[src/rtl/wb_port_arbiter.sv]
// wb_port_arbiter: shares the register file's single write port among three
// writeback requesters (0=EXU, 1=LSU, 2=CSR). Each requester owns a one-entry
// holding buffer with a valid/ready handshake. An arbiter drains the full
// buffers into a registered write port. A scoreboard built from the buffer
// contents and the in-flight write raises RAW hazard flags for decode.
//
// Optional feature (compile-time macro WB_FIXED_PRIO_EN):
//   defined   - fixed priority EXU > LSU > CSR; a continuously full EXU buffer
//               can starve LSU and CSR.
//   undefined - round-robin starting after the last granted source (default).
//
// Ports:
//   clk, rst_n                  clock, synchronous active-low reset
//   {exu,lsu,csr}_valid/_ready  per-source handshake
//   {exu,lsu,csr}_rd/_data      per-source destination register and data
//   wb_en, wb_addr, wb_data     registered register-file write port
//   rs1_q, rs2_q                decode's source register addresses
//   hazard_rs1, hazard_rs2      source register has a pending write
//   busy                        any buffer occupied or a write in flight

// One-entry holding buffer for a single requester.
module wb_port_arbiter_buf #(
    parameter int XLEN = 64
) (
    input  logic            clk,
    input  logic            rst_n,
    input  logic            valid,
    input  logic [4:0]      rd,
    input  logic [XLEN-1:0] data,
    input  logic            grant,
    output logic            ready,
    output logic            full,
    output logic [4:0]      addr,
    output logic [XLEN-1:0] buf_data
);
    logic acc;

    // A granted buffer drains this cycle, so it can take a refill at once.
    assign ready = rst_n & (~full | grant);
    assign acc   = valid & ready;

    always_ff @(posedge clk) begin
        if (!rst_n) begin
            full     <= 1'b0;
            addr     <= '0;
            buf_data <= '0;
        end else begin
            // Grant clears first; a non-x0 accept in the same cycle refills.
            // Writes to x0 are swallowed without occupying the buffer.
            if (grant)
                full <= 1'b0;
            if (acc && rd != 5'd0) begin
                full     <= 1'b1;
                addr     <= rd;
                buf_data <= data;
            end
        end
    end
endmodule

module wb_port_arbiter #(
    parameter int XLEN = 64,
    parameter int NSRC = 3
) (
    input  logic            clk,
    input  logic            rst_n,
    input  logic            exu_valid,
    output logic            exu_ready,
    input  logic [4:0]      exu_rd,
    input  logic [XLEN-1:0] exu_data,
    input  logic            lsu_valid,
    output logic            lsu_ready,
    input  logic [4:0]      lsu_rd,
    input  logic [XLEN-1:0] lsu_data,
    input  logic            csr_valid,
    output logic            csr_ready,
    input  logic [4:0]      csr_rd,
    input  logic [XLEN-1:0] csr_data,
    output logic            wb_en,
    output logic [4:0]      wb_addr,
    output logic [XLEN-1:0] wb_data,
    input  logic [4:0]      rs1_q,
    input  logic [4:0]      rs2_q,
    output logic            hazard_rs1,
    output logic            hazard_rs2,
    output logic            busy
);
    localparam int IW = 2;

    logic [NSRC-1:0]           in_valid;
    logic [NSRC-1:0][4:0]      in_rd;
    logic [NSRC-1:0][XLEN-1:0] in_data;
    logic [NSRC-1:0]           ready;
    logic [NSRC-1:0]           full;
    logic [NSRC-1:0][4:0]      addr;
    logic [NSRC-1:0][XLEN-1:0] data;
    logic [NSRC-1:0]           grant;
    logic [IW-1:0]             gidx;

    assign in_valid = {csr_valid, lsu_valid, exu_valid};
    assign in_rd    = {csr_rd, lsu_rd, exu_rd};
    assign in_data  = {csr_data, lsu_data, exu_data};

    assign exu_ready = ready[0];
    assign lsu_ready = ready[1];
    assign csr_ready = ready[2];

    for (genvar i = 0; i < NSRC; i++) begin : g_buf
        wb_port_arbiter_buf #(.XLEN(XLEN)) u_buf (
            .clk      (clk),
            .rst_n    (rst_n),
            .valid    (in_valid[i]),
            .rd       (in_rd[i]),
            .data     (in_data[i]),
            .grant    (grant[i]),
            .ready    (ready[i]),
            .full     (full[i]),
            .addr     (addr[i]),
            .buf_data (data[i])
        );
    end

`ifdef WB_FIXED_PRIO_EN
    // Lowest index wins.
    always_comb begin
        grant = '0;
        gidx  = '0;
        for (int k = 0; k < NSRC; k++) begin
            if (full[k] && grant == '0) begin
                grant[k] = 1'b1;
                gidx     = IW'(k);
            end
        end
    end
`else
    logic [IW-1:0] last_grant;
    logic [IW-1:0] idx;

    // Search starts just after the previous winner, so any full buffer sees
    // at most NSRC-1 other grants before its own.
    always_comb begin
        grant = '0;
        gidx  = '0;
        idx   = '0;
        for (int k = 1; k <= NSRC; k++) begin
            idx = IW'((int'(last_grant) + k) % NSRC);
            if (full[idx] && grant == '0) begin
                grant[idx] = 1'b1;
                gidx       = idx;
            end
        end
    end

    always_ff @(posedge clk) begin
        if (!rst_n)
            last_grant <= IW'(NSRC - 1);
        else if (grant != '0)
            last_grant <= gidx;
    end
`endif

    // Registered write port; address/data hold when idle.
    always_ff @(posedge clk) begin
        if (!rst_n) begin
            wb_en   <= 1'b0;
            wb_addr <= '0;
            wb_data <= '0;
        end else if (grant != '0) begin
            wb_en   <= 1'b1;
            wb_addr <= addr[gidx];
            wb_data <= data[gidx];
        end else begin
            wb_en   <= 1'b0;
        end
    end

    // A register is pending while it sits in a full buffer or is being
    // written this cycle; x0 is never hazardous.
    always_comb begin
        hazard_rs1 = 1'b0;
        hazard_rs2 = 1'b0;
        for (int i = 0; i < NSRC; i++) begin
            if (full[i] && addr[i] == rs1_q) hazard_rs1 = 1'b1;
            if (full[i] && addr[i] == rs2_q) hazard_rs2 = 1'b1;
        end
        if (wb_en && wb_addr == rs1_q) hazard_rs1 = 1'b1;
        if (wb_en && wb_addr == rs2_q) hazard_rs2 = 1'b1;
        if (rs1_q == 5'd0) hazard_rs1 = 1'b0;
        if (rs2_q == 5'd0) hazard_rs2 = 1'b0;
    end

    assign busy = (|full) | wb_en;
endmodule

[config.mk]
export PLATFORM = sky130hd
export DESIGN_NAME = wb_port_arbiter
export DESIGN_NICKNAME = d
export VERILOG_FILES = /design/src/rtl/wb_port_arbiter.sv
export SDC_FILE = /design/constraint.sdc
export NUM_CORES = 1
export LEC_CHECK = 0
export ABC_CLOCK_PERIOD_IN_PS = 6700
export BUFFER_PORTS_ARGS = -buffer_cell sky130_fd_sc_hd__buf_2
export CAP_MARGIN = 20
export CORE_MARGIN = 8
export CORE_UTILIZATION = 60
export CTS_BUF_LIST = sky130_fd_sc_hd__clkbuf_2 sky130_fd_sc_hd__clkbuf_4 sky130_fd_sc_hd__clkbuf_8
export DETAILED_ROUTE_END_ITERATION = 6
export GPL_ROUTABILITY_DRIVEN = 1
export PLACE_DENSITY = 0.86
export SETUP_SLACK_MARGIN = 0.2
export SYNTH_ARGS = -nofsm -noshare
export SYNTH_HDL_FRONTEND = slang
export SYNTH_SLANG_ARGS = --single-unit
[constraint.sdc]
create_clock -name clk -period 6.7 [get_ports clk]
set_clock_uncertainty 0.15 [all_clocks]
set_input_delay 1.005 -clock clk [delete_from_list [all_inputs] [get_ports clk]]
set_output_delay 1.005 -clock clk [all_outputs]
set_load 0.02 [all_outputs]
==> out/metrics.csv <==
stage,metric,value,unit
clock_network,holdBufCountCts,0,
worst_hold_path,hold_end,g_buf[1].u_buf.buf_data[39],
clock_network,clk_latency,0.54,ns
worst_setup_path,reg2reg_to,g_buf[2].u_buf.addr[3],
die,rows,52,
clock_network,clock-sinks,282,
grt,grt_pass1_wl,58190,microns
synth,synthArstFlopShare,0,%
worst_setup_path,r2r-start,last_grant[0],
placed_design,placed_cells,1835,
sta,fin_crit,4.514,ns
synth,synth-edff-count,0,
grt,grt_pass1_vias,11320,
clock_network,cts-root-buf,clkbuf_8,
power,p_per_area,393.4,nW/um^2
clock_network,clkSlewWorstSetupHoldPaths,0.06,ns
synth,yosysWarnings,0,
worst_hold_path,hold_class,reg2reg,
synth,syn_area_per_cell,8.591,sq um
die,dieArea,24850,sq um
power,p_leak,6.077,nW
grt,grt-ovfl-total,0,
outcome,status,finished clean,
routing,ant_nets,0,
die,start_util,60.26,%
worst_setup_path,crit_start,last_grant[0],
cells_and_area,final_util,71.29,%
placed_design,io_buffers,297,
sta,worst_slew_pin_slew,1.049,ns
synth,synth_nets,1627,
worst_hold_path,min_from,g_buf[1].u_buf.buf_data[39],
routing,drt-initial-drc-count,1209,
cells_and_area,fin_area,14240,sq um
routing,drc,0,
die,io_pins,298,
worst_setup_path,worstSetupPathType,reg2out,
flow_run,maxCapViolations,0,
cells_and_area,area_growth_syn_to_layout,18.30,%
clock_network,cts_buffers,45,
synth,seq_area_frac_synth,46.90,%
grt,antenna_found_initial,3,
routing,vias_per_cell,6.090,
grt,grt_usage,29.21,%
placed_design,place_congestion,1.004,
synth,netlist_instances,1401,
sta,fmax,221.5,MHz
sta,totalNegativeSetupSlack,0,ns
worst_hold_path,holdPathStages,2,
synth,yosysUniqueCellTypes,57,
cells_and_area,fill_cells,1570,
placed_design,dp_hpwl,23860,microns
grt,grt_start_max_net_pins,117,
die,die_h,157.6,microns
clock_network,cts_tree,done,
synth,synth_area,12040,sq um
worst_setup_path,crit_path_end_kind,output pin,
routing,routed_wl,38050,microns
cells_and_area,drive_gt1_share,26.22,%
clock_network,post_cts_buffers,0,
worst_setup_path,crit_required,5.54,ns
routing,wl_per_cell,19.89,microns
clock_network,htree_levels,2,
sta,hold_viol_final,0,
clock_network,ctsResizeCount,0,
power,vdd_drop_max,0.2974,mV
routing,vias,11650,
sta,drv_slew,0,
sta,holdWs,0.2961,ns
die,core_area,19970,sq um
synth,synth-seq-cells,282,
worst_setup_path,worstPathMaxFanout,11,
sta,relSlewSlack,30.09,%
cells_and_area,stdcell_count,1913,
synth,ys.flop_type,dfxtp_1,
sta,setup_violations,0,
die,die_width,157.6,microns
routing,drt-pass1-iter-count,5,
sta,finalCritPeriodShare,67.38,%
placed_design,placed_cell_area,13320,sq um
worst_setup_path,r2r.worst_path.cells,10,
worst_setup_path,regToRegSetupSlack,2.78,ns
worst_setup_path,worst_setup_path_start_kind,flop,
cells_and_area,fin_nets,1839,
sta,rsz0062_at_grt,false,
clock_network,clock_path_buffers,3,
worst_setup_path,cp.arrival,3.36,ns
-- cells in the final DEF, fill, tap and decap left out, types with 32 or more instances in the layout --
cell type	count
clkbuf_8	55
dfxtp_1	282
nand3_1	204
nand2_1	217
o21ai_1	66
o21ai_0	188
buf_2	296
mux2i_1	70
a32oi_1	69
xor2_1	32
-- synth_stat cells (3+ instances only) --
library cell / count / area share [%]
a32o_1: 6 / 0.50
buf_6: 9 / 0.84
inv_1: 7 / 0.22
and2_1: 5 / 0.26
o21a_1: 4 / 0.25
nor4_1: 9 / 0.47
dfxtp_1: 282 / 47
nor2_1: 8 / 0.25
xnor2_1: 8 / 0.58
mux2i_1: 70 / 5.8
buf_4: 13 / 0.81
o21ai_2: 21 / 1.5
a21oi_1: 5 / 0.21
a32oi_1: 69 / 5.0
o21ai_0: 188 / 7.8
o21ai_1: 66 / 2.7
buf_2: 16 / 0.67
clkbuf_1: 106 / 3.3
xor2_1: 32 / 2.3
and3_1: 4 / 0.21
ha_1: 4 / 0.42
nand2_1: 219 / 6.8
or4_1: 3 / 0.19
nand3_1: 204 / 8.5
nor3_1: 4 / 0.17
-- flip-flops by register name, summed over array words and instances, names as in the netlist --
signal and count:
wb_en 1, g_buf.u_buf.buf_data 192, wb_data 64, last_grant 2, wb_addr 5, g_buf.u_buf.full 3
g_buf.u_buf.addr 15
-- stage by stage --
stage	setup slack, ns	total power, mW
floorplan	3.132	3.569
global placement	2.891	4.049
detailed placement	2.633	4.098
CTS	2.208	5.567
global route	1.995	5.833
finish	2.186	5.601
-- logic make-up after synthesis --
group	synth area share (%)
DFF	46.90
buffers and inverters	5.998
AOI/OAI and AO/OA	20.26
and+or+nand+nor	17.60
xor gates and xnor gates	2.911
adders and majority gates	0.4158
muxes	5.915
-- power by group --
part	internal, mW	switching, mW
combinational	0.620	1.32
clock	0.824	0.654
sequential	1.97	0.210
total	3.41	2.19
-- worst max path at each step --
stage	slack [ns]	end	cells after the start
2_1_floorplan	3.13	csr_ready	11
3_3_place_gp	2.89	g_buf[2].u_buf.buf_data[35]	9
3_5_place_dp	2.63	g_buf[2].u_buf.buf_data[52]	9
4_1_cts	2.21	csr_ready	9
5_1_grt	1.99	csr_ready	9
6_report	2.19	csr_ready	9
-- worst max-delay path, stage by stage, from the launching register on --
cell,delay (ns)
dfxtp_1,0.35
inv_1,0.09
ha_1,0.59
a22oi_2,0.15
o21ai_1,0.26
o22ai_1,0.17
and2_1,0.31
o311ai_4,0.55
and2_1,0.19
buf_2,0.16
-- routing by layer --
metal	track usage [%]	share of wire, %	wire length, microns
met5	0	0	0
met3	5.733	10	3937
met2	46.68	46	17660
met4	13.78	3.8	1433
met1	37.40	39	15020
-- final cells by class --
type / instances / area, sq um / share of cell area, %
Antenna cell: 3 / 7.507 / 0.05272
Clock buffer: 71 / 877.1 / 6.160
Clock inverter: 3 / 18.77 / 0.1318
Inverter: 9 / 37.54 / 0.2636
Multi-Input combinational cell: 964 / 5704 / 40.06
Sequential cell: 282 / 5645 / 39.65
Tap cell: 270 / 337.8 / 2.373
Timing Repair Buffer: 311 / 1610 / 11.31
(Power assumes the default switching activity.)
